File: src/rtl/user_input_irq.sv
// Avalon-MM key/switch peripheral: sync, debounce, W1C edge latch, level IRQ.
// Define USER_INPUT_DEBOUNCE_EN for debounce counters; undefined = fast sim path.
module user_input_irq #(
   parameter int NKEYS           = 4,
   parameter int NSW             = 4,
   parameter int DEBOUNCE_CYCLES = 500000,
   parameter int CNT_W           = 19
) (
   input  logic             clk,
   input  logic             reset,
   input  logic [1:0]       avs_address,
   input  logic             avs_read,
   input  logic             avs_write,
   input  logic [31:0]      avs_writedata,
   output logic [31:0]      avs_readdata,
   input  logic [NKEYS-1:0] keys,
   input  logic [NSW-1:0]   switches,
   output logic             irq
);

   localparam int N = NKEYS + NSW;
   localparam logic [31:0] ID = 32'h5549_0001;
   localparam logic [N-1:0] KEY_BITS = {{NSW{1'b0}}, {NKEYS{1'b1}}};

   if ((64'd1 << CNT_W) <= 64'(DEBOUNCE_CYCLES)) begin : g_cnt_w_chk
      $error("CNT_W too narrow for DEBOUNCE_CYCLES");
   end

   logic [NKEYS-1:0] key_s1, key_s2;
   logic [NSW-1:0]   sw_s1, sw_s2;
   logic [N-1:0]     sync_v;
   logic [N-1:0]     stable;
   logic [N-1:0]     edge_set;
   logic [N-1:0]     rise_ok;
   logic [N-1:0]     mask;
   logic [N-1:0]     edge_q;
   logic [N-1:0]     w1c;
   logic [31:0]      rd_mux;
   logic             unused_wdata;

   always_ff @(posedge clk or posedge reset) begin
      if (reset) begin
         key_s1 <= '1;
         key_s2 <= '1;
         sw_s1  <= '0;
         sw_s2  <= '0;
      end else begin
         key_s1 <= keys;
         key_s2 <= key_s1;
         sw_s1  <= switches;
         sw_s2  <= sw_s1;
      end
   end

   // Internal polarity: 1 = pressed / on
   assign sync_v  = {sw_s2, ~key_s2};
   assign rise_ok = ~KEY_BITS | sync_v;

`ifdef USER_INPUT_DEBOUNCE_EN
   localparam logic [CNT_W-1:0] LAST = CNT_W'(DEBOUNCE_CYCLES - 1);

   logic [N-1:0]     primed;
   logic [N-1:0]     sync_q;
   logic [N-1:0]     take;
   logic [N-1:0]     clr;
   logic [CNT_W-1:0] cnt [N];

   // Unprimed bits wait for sync to sit still; primed bits wait on a mismatch
   always_comb begin
      take = '0;
      clr  = '0;
      for (int i = 0; i < N; i++) begin
         if (primed[i]) begin
            clr[i] = (sync_v[i] == stable[i]);
         end else begin
            clr[i] = (sync_v[i] != sync_q[i]);
         end
         take[i] = !clr[i] && (cnt[i] == LAST);
      end
   end

   assign edge_set = take & primed & rise_ok;

   always_ff @(posedge clk or posedge reset) begin
      if (reset) begin
         sync_q <= '0;
         stable <= '0;
         primed <= '0;
         for (int i = 0; i < N; i++) begin
            cnt[i] <= '0;
         end
      end else begin
         sync_q <= sync_v;
         stable <= (stable & ~take) | (sync_v & take);
         primed <= primed | take;
         for (int i = 0; i < N; i++) begin
            if (clr[i] || take[i]) begin
               cnt[i] <= '0;
            end else begin
               cnt[i] <= cnt[i] + CNT_W'(1);
            end
         end
      end
   end
`else
   logic primed_all;

   assign edge_set = {N{primed_all}} & (sync_v ^ stable) & rise_ok;

   always_ff @(posedge clk or posedge reset) begin
      if (reset) begin
         stable     <= '0;
         primed_all <= 1'b0;
      end else begin
         stable     <= sync_v;
         primed_all <= 1'b1;
      end
   end
`endif

   assign w1c = (avs_write && avs_address == 2'd2) ?
                avs_writedata[N-1:0] : '0;
   assign unused_wdata = ^avs_writedata[31:N];

   always_comb begin
      rd_mux = '0;
      unique case (avs_address)
         2'd0:    rd_mux[N-1:0] = stable;
         2'd1:    rd_mux[N-1:0] = mask;
         2'd2:    rd_mux[N-1:0] = edge_q;
         default: rd_mux = ID;
      endcase
   end

   // A new edge wins over a same-cycle clear
   always_ff @(posedge clk or posedge reset) begin
      if (reset) begin
         mask         <= '0;
         edge_q       <= '0;
         irq          <= 1'b0;
         avs_readdata <= '0;
      end else begin
         edge_q <= (edge_q & ~w1c) | edge_set;
         irq    <= |(edge_q & mask);
         if (avs_write && avs_address == 2'd1) begin
            mask <= avs_writedata[N-1:0];
         end
         if (avs_read) begin
            avs_readdata <= rd_mux;
         end
      end
   end

endmodule

File: config.mk
export PLATFORM = sky130hd
export DESIGN_NAME = user_input_irq
export DESIGN_NICKNAME = d
export VERILOG_FILES = /design/src/rtl/user_input_irq.sv
export SDC_FILE = /design/constraint.sdc
export NUM_CORES = 1
export LEC_CHECK = 0
export ABC_AREA = 1
export CORE_UTILIZATION = 40
export DETAILED_ROUTE_END_ITERATION = 8
export GPL_TIMING_DRIVEN = 0
export PLACE_DENSITY_LB_ADDON = 0.3
export SYNTH_ARGS = -nofsm -noshare
export SYNTH_HDL_FRONTEND = slang
export SYNTH_SLANG_ARGS = --single-unit
File: constraint.sdc
create_clock -name clk -period 1.6 [get_ports clk]
set_input_delay 0.32 -clock clk [delete_from_list [all_inputs] [get_ports clk]]
set_output_delay 0.32 -clock clk [all_outputs]
set_load 0.05 [all_outputs]
# After elaboration in Yosys (flattened, before gate mapping)
# Cells that the tools add are included.
classes:
  n_reduce_logical: 5
  muxes: 3
  n_bitwise: 8
  n_eq_ne: 2
ops:
  columns: ["operator", "count"]
  rows:
  - ["bitwise AND 8 bit", 4]
  - ["one-hot mux 8 bit (3 select lines)", 1]
  - ["2-to-1 mux 23 bit", 1]
  - ["2-to-1 mux 8 bit", 1]
  - ["NOT 8 bit", 1]
  - ["bitwise OR 8 bit", 1]
  - ["OR reduction 8 bit", 1]
  - ["bitwise XOR 8 bit", 1]
  - ["NOT 4 bit", 1]
  - ["OR reduction 3 bit", 1]
  - ["equality test 2 x 1 -> 1 bit, second input constant", 1]
  - ["equality test 2 bit, second input constant", 1]
  - ["logical AND 1 bit", 2]
  - ["logical NOT 2 bit", 1]
totals:
  elab_cells: 28
  ff_bits: 74
  output_inout_bits: 33

# Longest topological paths before layout
# Gate-level depths: netlist of the first run.
logic_depth:
  ltp_word: 6
  ltp_mapped: 6

# Least setup slack after synthesis of the first run
# Ideal clock, no wire load.
synth_timing:
  path_kind: "flip-flop to output port"
  startpoint: "reg avs_readdata[28] (netlist name)"
  endpoint: "out avs_readdata[19]"
  t_arrival_ps: 995
  required_time_ps: 1280
  path_buffers: 1
  stages_incl_launch_ff: 2
  path_slack_ps: 285
  path_cell_list: "dfrtp_1 -> buf_4"
synth_lines:
  columns: ["item", "line", "rtl"]
  rows:
  - ["end, declared", "15", "output logic [31:0] avs_readdata,"]

==> results of run 1 <==
## cell usage after synthesis, drive strengths merged
cell,instances
inv,17
nand2,78
nand3,29
a21oi,2
o21ai,8
nand3b,4
dfstp,8
or2,4
buf,28
nor2,8
conb,2
dfrtp,43
## power groups by stage
stage	clock network (µW)	registers (µW)	logic, µW
CTS	1070	1500	679
finish	1030	1500	665
floorplan	0	1620	386
detailed placement	0	1520	703
global route	1130	1510	731
global placement	0	1520	685
## stage by stage
step	power, µW	setup TNS, ns	setup slack, ns	hold WS (ns)
after global routing	3380	0	0.00289	0.323
after CTS	3250	0	0.00477	0.314
after global placement	2200	-42.13	-0.862	0.332
after detailed placement	2220	-1.88	-0.126	0.336
after floorplan	2010	0	0.0637	0.324
final	3190	0	0.0608	0.324
## cell families after synthesis
group                  count (synthesis)  share of synthesized area
AO/OA/AOI/OAI                         10                     0.0233
buffers and inverters                 45                      0.122
flip-flops                            51                      0.598
other                                  2                    0.00349
AND/OR/NAND/NOR                      123                      0.253
## layer usage
layer  GRT usage  vias up
li1            -      802
met5           0        -
met1       0.191      682
met3      0.0503        9
met2       0.246       48
met4      0.0761        0
## state kept, by name (all words and copies together) (netlist names), 4 cells and up
name,count
sw_s1,4
mask,8
stable,8
key_s2,4
key_s1,4
sw_s2,4
edge_q,8
avs_readdata,9
## critical path: cells and delay by family (launching register included)
family,cells,cell delay (ns)
buf+inv,2,0.46
flops,1,0.45
## layout make-up
cell class / count / area [µm²]
multi-input cells: 151 / 663
flip-flops and latches: 51 / 1290
clock buffers: 5 / 68.8
plain buffers: 28 / 199
inverters: 17 / 63.8
repair buffers: 37 / 349
fillers: 505 / 2350
clock inverters: 3 / 67.6
well taps: 70 / 87.6
## final timing paths
| check | cells past startpoint | slack, ns | start | end |
|---|---|---|---|---|
| max | 2 | 0.06 | avs_readdata[28]$_DFFE_PP0P_ | avs_readdata[24] |
| min | 2 | 0.32 | reset | mask[4]$_DFFE_PP0P_ |
| max reg2reg | 3 | 0.67 | stable[6]$_DFF_PP0_ | edge_q[6]$_DFF_PP0_ |
| min reg2reg | 0 | 0.35 | sw_s1[3]$_DFF_PP0_ | sw_s2[3]$_DFF_PP0_ |
| max in group asynchronous | 3 | 0.71 | reset | key_s1[1]$_DFF_PP1_ |
| min in group clk | 3 | 0.32 | avs_read | avs_readdata[6]$_DFFE_PP0P_ |
==> impl_metrics.tcl, run 1 <==
set metrics [dict create \
    yosysSeqAreaShare 0.598 \
    ys_ff_latch 51 \
    leakage_uw 0.00142 \
    core_area_um2 5140 \
    final_cell_mix "nand2_1, dfrtp_1, nand3_1" \
    antenna_found_initial 0 \
    drcViolationCount 0 \
    stdcell_area_um2 2790 \
    die_w_um 75.4 \
    p_int_uw 2260 \
    synth.avg_cell_area_um2 9.32 \
    synth_top_cell_by_area "dfrtp_1" \
    grt_pass1_vias 1448 \
    postRouteAntennaNets 0 \
    worstPathMaxFanout 8 \
    clk_pin_slew_worst_paths_ns 0.09 \
    syn-cell-area_um2 2150 \
    yosys_warnings 0 \
    top_layer "met4" \
    ctsHoldBuffers 0 \
    synthCells 231 \
    pwr-share-seq 0.468 \
    fmax_ghz 0.650 \
    final_cells 362 \
    post-cts-setup-buffers 0 \
    rsz0062_at_grt "no" \
    final_common_cell "nand2_1" \
    slowest_stage "dfrtp_2" \
    period_share 0.962 \
    cts.sinks 51 \
    area_growth_pct 29.5 \
    yosysUniqueCellTypes 18 \
    slowest_delay_ns 0.45 \
    power_frac_clock 0.323 \
    post_dp_cell_area_um2 2680 \
    synth_area_leaders "dfrtp_1, nand2_1, dfstp_2" \
    cts-resized-gates 30 \
    slew_viol_final 0 \
    p_per_area_nw_per_um2 1150 \
    clk_path_buf_depth 2 \
    cts_tree "yes" \
    final_util 0.542 \
    fin_crit_ns 1.54 \
    cp_cell_sequence "buf_4 > clkdlybuf4s15_2" \
    first_pass_iters 4 \
    wl_mm 3.78 \
    skew_ns 0.00593 \
    hold_class "in2async" \
    nNetsFinal 337 \
    diodes 0 \
    crit_required_ns 1.28 \
    combPwrFrac 0.208 \
    synth_top_area_frac 0.500 \
    overflow 0 \
    htreeDepth 2 \
    worstSetupPathType "reg2out" \
    status "completed" \
    dieArea_um2 5680 \
    setup_viol 0 \
    grt_max_degree 34 \
    vias 1541 \
    die_h_um 75.4 \
    max-vdd-ir-drop_mv 0.666 \
    swShare 0.291 \
    clock_latency_ns 0.30 \
    cp_data_arrival_time_ns 1.22 \
    grt_pass1_wl_mm 6.32 \
    wl_met1_mm 1.74 \
    detail_route.wl_per_cell_um 10.4 \
    via_per_inst 4.26 \
    globalplace.congestion 0.840 \
    critPathCaptureType "output port" \
    dp.cells 354 \
    port_buffers 36 \
    initial_core_util 0.419 \
    track_usage 0.155 \
    hold_viol 0 \
    io-pin-count 79 \
    max_cap_viol_count 0 \
    cts_root_buf "clkbuf_8" \
    power.switching_uw 931 \
    dp_hpwl_mm 2.82 \
    cts_buffers 5 \
    first_iter_violations 96 \
    routed-wl-met2_mm 1.72 \
    rows 26 \
    layout-drive-gt1-share 0.216 \
    start_kind "register" \
    wl_met3_um 225 \
]
Power figures use the tool's default switching activity.
==> run 2, diff against run 1 <==
--- a/config.mk
+++ b/config.mk
@@ -6,7 +6,9 @@
 export NUM_CORES = 1
 export LEC_CHECK = 0
 export ABC_AREA = 1
-export CORE_UTILIZATION = 40
+export CELL_PAD_IN_SITES_DETAIL_PLACEMENT = 1
+export CELL_PAD_IN_SITES_GLOBAL_PLACEMENT = 1
+export CORE_UTILIZATION = 29
 export DETAILED_ROUTE_END_ITERATION = 8
 export GPL_TIMING_DRIVEN = 0
 export PLACE_DENSITY_LB_ADDON = 0.3
==> run 2 against run 1 <==
  * Clock skew hardly changed
  * Critical path depth did not move
  * Sequential share of layout area fell by 0.062 points
  * Setup slack got worse by 0.013 ns
  * Wire length grew 25%
  * Critical endpoint unchanged
  * Global-route usage fell by 1.6 points
  * Flip-flop and latch count is the same
  * Clock-buffer cell count rose by 1
  * Largest power group unchanged
  * Combinational power grew 3%
  * First-iteration DRC count is 36% lower
  * Sequential power hardly changed
  * Via count rose by 5.8%
==> impl_metrics.tcl, run 2 (synthesis gave the netlist of run 1 again) <==
set metrics [dict create \
    rr_startpoint "primed_all$_DFF_PP0_" \
    drcViolationCount 0 \
    wl_mm 4.74 \
    pwr-share-seq 0.508 \
    clock_latency_ns 0.31 \
    first_pass_iters 4 \
    largest_reg_flops 9 \
    critPathCaptureType "output port" \
    ff2ff_setup_slack_ns 0.60 \
    slowest_stage "dfrtp_2" \
    stdcell_area_um2 2790 \
    cts_buffers 5 \
    dp.cells 383 \
    die_w_um 88.1 \
    hold_viol 0 \
    detail_route.wl_per_cell_um 12.1 \
    die_h_um 88.1 \
    cts.sinks 51 \
    postRouteAntennaNets 0 \
    power.switching_uw 984 \
    clk_path_buf_depth 2 \
    vias 1630 \
    grt_pass1_vias 1582 \
    layout-drive-gt1-share 0.212 \
    cp_top_family "flip-flops" \
    start_kind "register" \
    crit_path_start "avs_readdata[28]$_DFFE_PP0P_" \
    path_buf_inv 2 \
    post_dp_cell_area_um2 2720 \
    skew_ns 0.00569 \
    regArea_um2 1290 \
    grt_pass1_wl_mm 7.89 \
    diodes 0 \
    cts_root_buf "clkbuf_8" \
    p_int_uw 1960 \
    combPwrFrac 0.232 \
    rows 31 \
    fill_cells 862 \
    rsz0062_at_grt "no" \
    hold_ws_ns 0.322 \
    swShare 0.334 \
    fin_crit_ns 1.55 \
    worstPathMaxFanout 8 \
    fmax_ghz 0.644 \
    p_per_area_nw_per_um2 1050 \
    slew_viol_final 0 \
    via_per_inst 4.17 \
    leakage_uw 0.00140 \
    globalplace.congestion 0.758 \
    clk_pin_slew_worst_paths_ns 0.10 \
    slowest_delay_ns 0.46 \
    top_register "avs_readdata" \
    nNetsFinal 337 \
    final_cells 391 \
    cp_cell_sequence "buf_4 > clkdlybuf4s15_2" \
    power_frac_clock 0.260 \
    area_growth_pct 29.7 \
    setup_viol 0 \
    cp_data_arrival_time_ns 1.23 \
    dieArea_um2 7770 \
    multi_input_area_um2 663 \
    grt_max_degree 32 \
    p_total_uw 2940 \
    final_common_cell "nand2_1" \
    initial_core_util 0.298 \
    port_buffers 36 \
    period_share 0.970 \
    first_iter_violations 61 \
    track_usage 0.139 \
    dp_hpwl_mm 3.43 \
    crit_required_ns 1.28 \
    htreeDepth 2 \
    status "completed" \
    overflow 0 \
    hold_class "in2reg" \
    core_area_um2 7210 \
    antenna_found_initial 0 \
    worstSetupPathType "reg2out" \
    final_cell_mix "nand2_1, dfrtp_1, nand3_1" \
    io-pin-count 79 \
    finalSetupTns_ns 0 \
    cts_tree "yes" \
    max-vdd-ir-drop_mv 0.425 \
    max_cap_viol_count 0 \
    hold_start "avs_read" \
]
[run 2: power groups by stage]
stage	Sequential, µW	Combinational [µW]	Clock (µW)
after global routing	1520	751	845
after detailed placement	1520	722	0
after CTS	1500	697	810
after floorplan	1620	386	0
after global placement	1520	705	0
final	1500	684	764
[run 2: per-layer routing]
| metal | track usage | vias to the layer above | part of all wire |
|---|---|---|---|
| li1 | - | 795 | - |
| met1 | 0.180 | 790 | 0.47 |
| met2 | 0.228 | 39 | 0.48 |
| met3 | 0.0386 | 6 | 0.049 |
| met4 | 0.0396 | 0 | 0.0089 |
| met5 | 0 | - | 0 |
[run 2: repair_timing]
item / CTS / global route
setup endpoints to repair: 16 / 3
hold buffers: 0 / 0
hold endpoints to repair: 0 / 0
buffers inserted: 0 / 0
gates resized for setup: 30 / 5
[run 2: tightest hold or removal path: cells and delay by family]
kind	cells	cell delay, ns
and+or+nand+nor	2	0.12
buffers and inverters	1	0.16
[run 2: stage by stage]
stage	utilization	worst slack [ns]
2_1_floorplan	-	0.0637
3_3_place_gp	0.374	-0.936
3_5_place_dp	0.377	-0.173
4_1_cts	0.388	0.0183
5_1_grt	0.387	0.000288
6_report	0.387	0.0481
[run 2: layout make-up]
class                   count  area share
inverters                  17      0.0229
flip-flops and latches     51       0.461
well taps                  99      0.0444
clock inverters             2     0.00628
clock buffers               6      0.0260
plain buffers              28      0.0713
multi-input cells         151       0.238
repair buffers             37       0.130
[run 2: final timing paths]
kind / endpoint / cells after the start
worst max-delay path: avs_readdata[24] / 2
max in group asynchronous: key_s2[2]$_DFF_PP1_ / 3
min in group asynchronous: avs_readdata[4]$_DFFE_PP0P_ / 2
worst min register to register: sw_s2[2]$_DFF_PP0_ / 0
worst min-delay path: avs_readdata[3]$_DFFE_PP0P_ / 3
worst max register to register: edge_q[0]$_DFF_PP0_ / 3
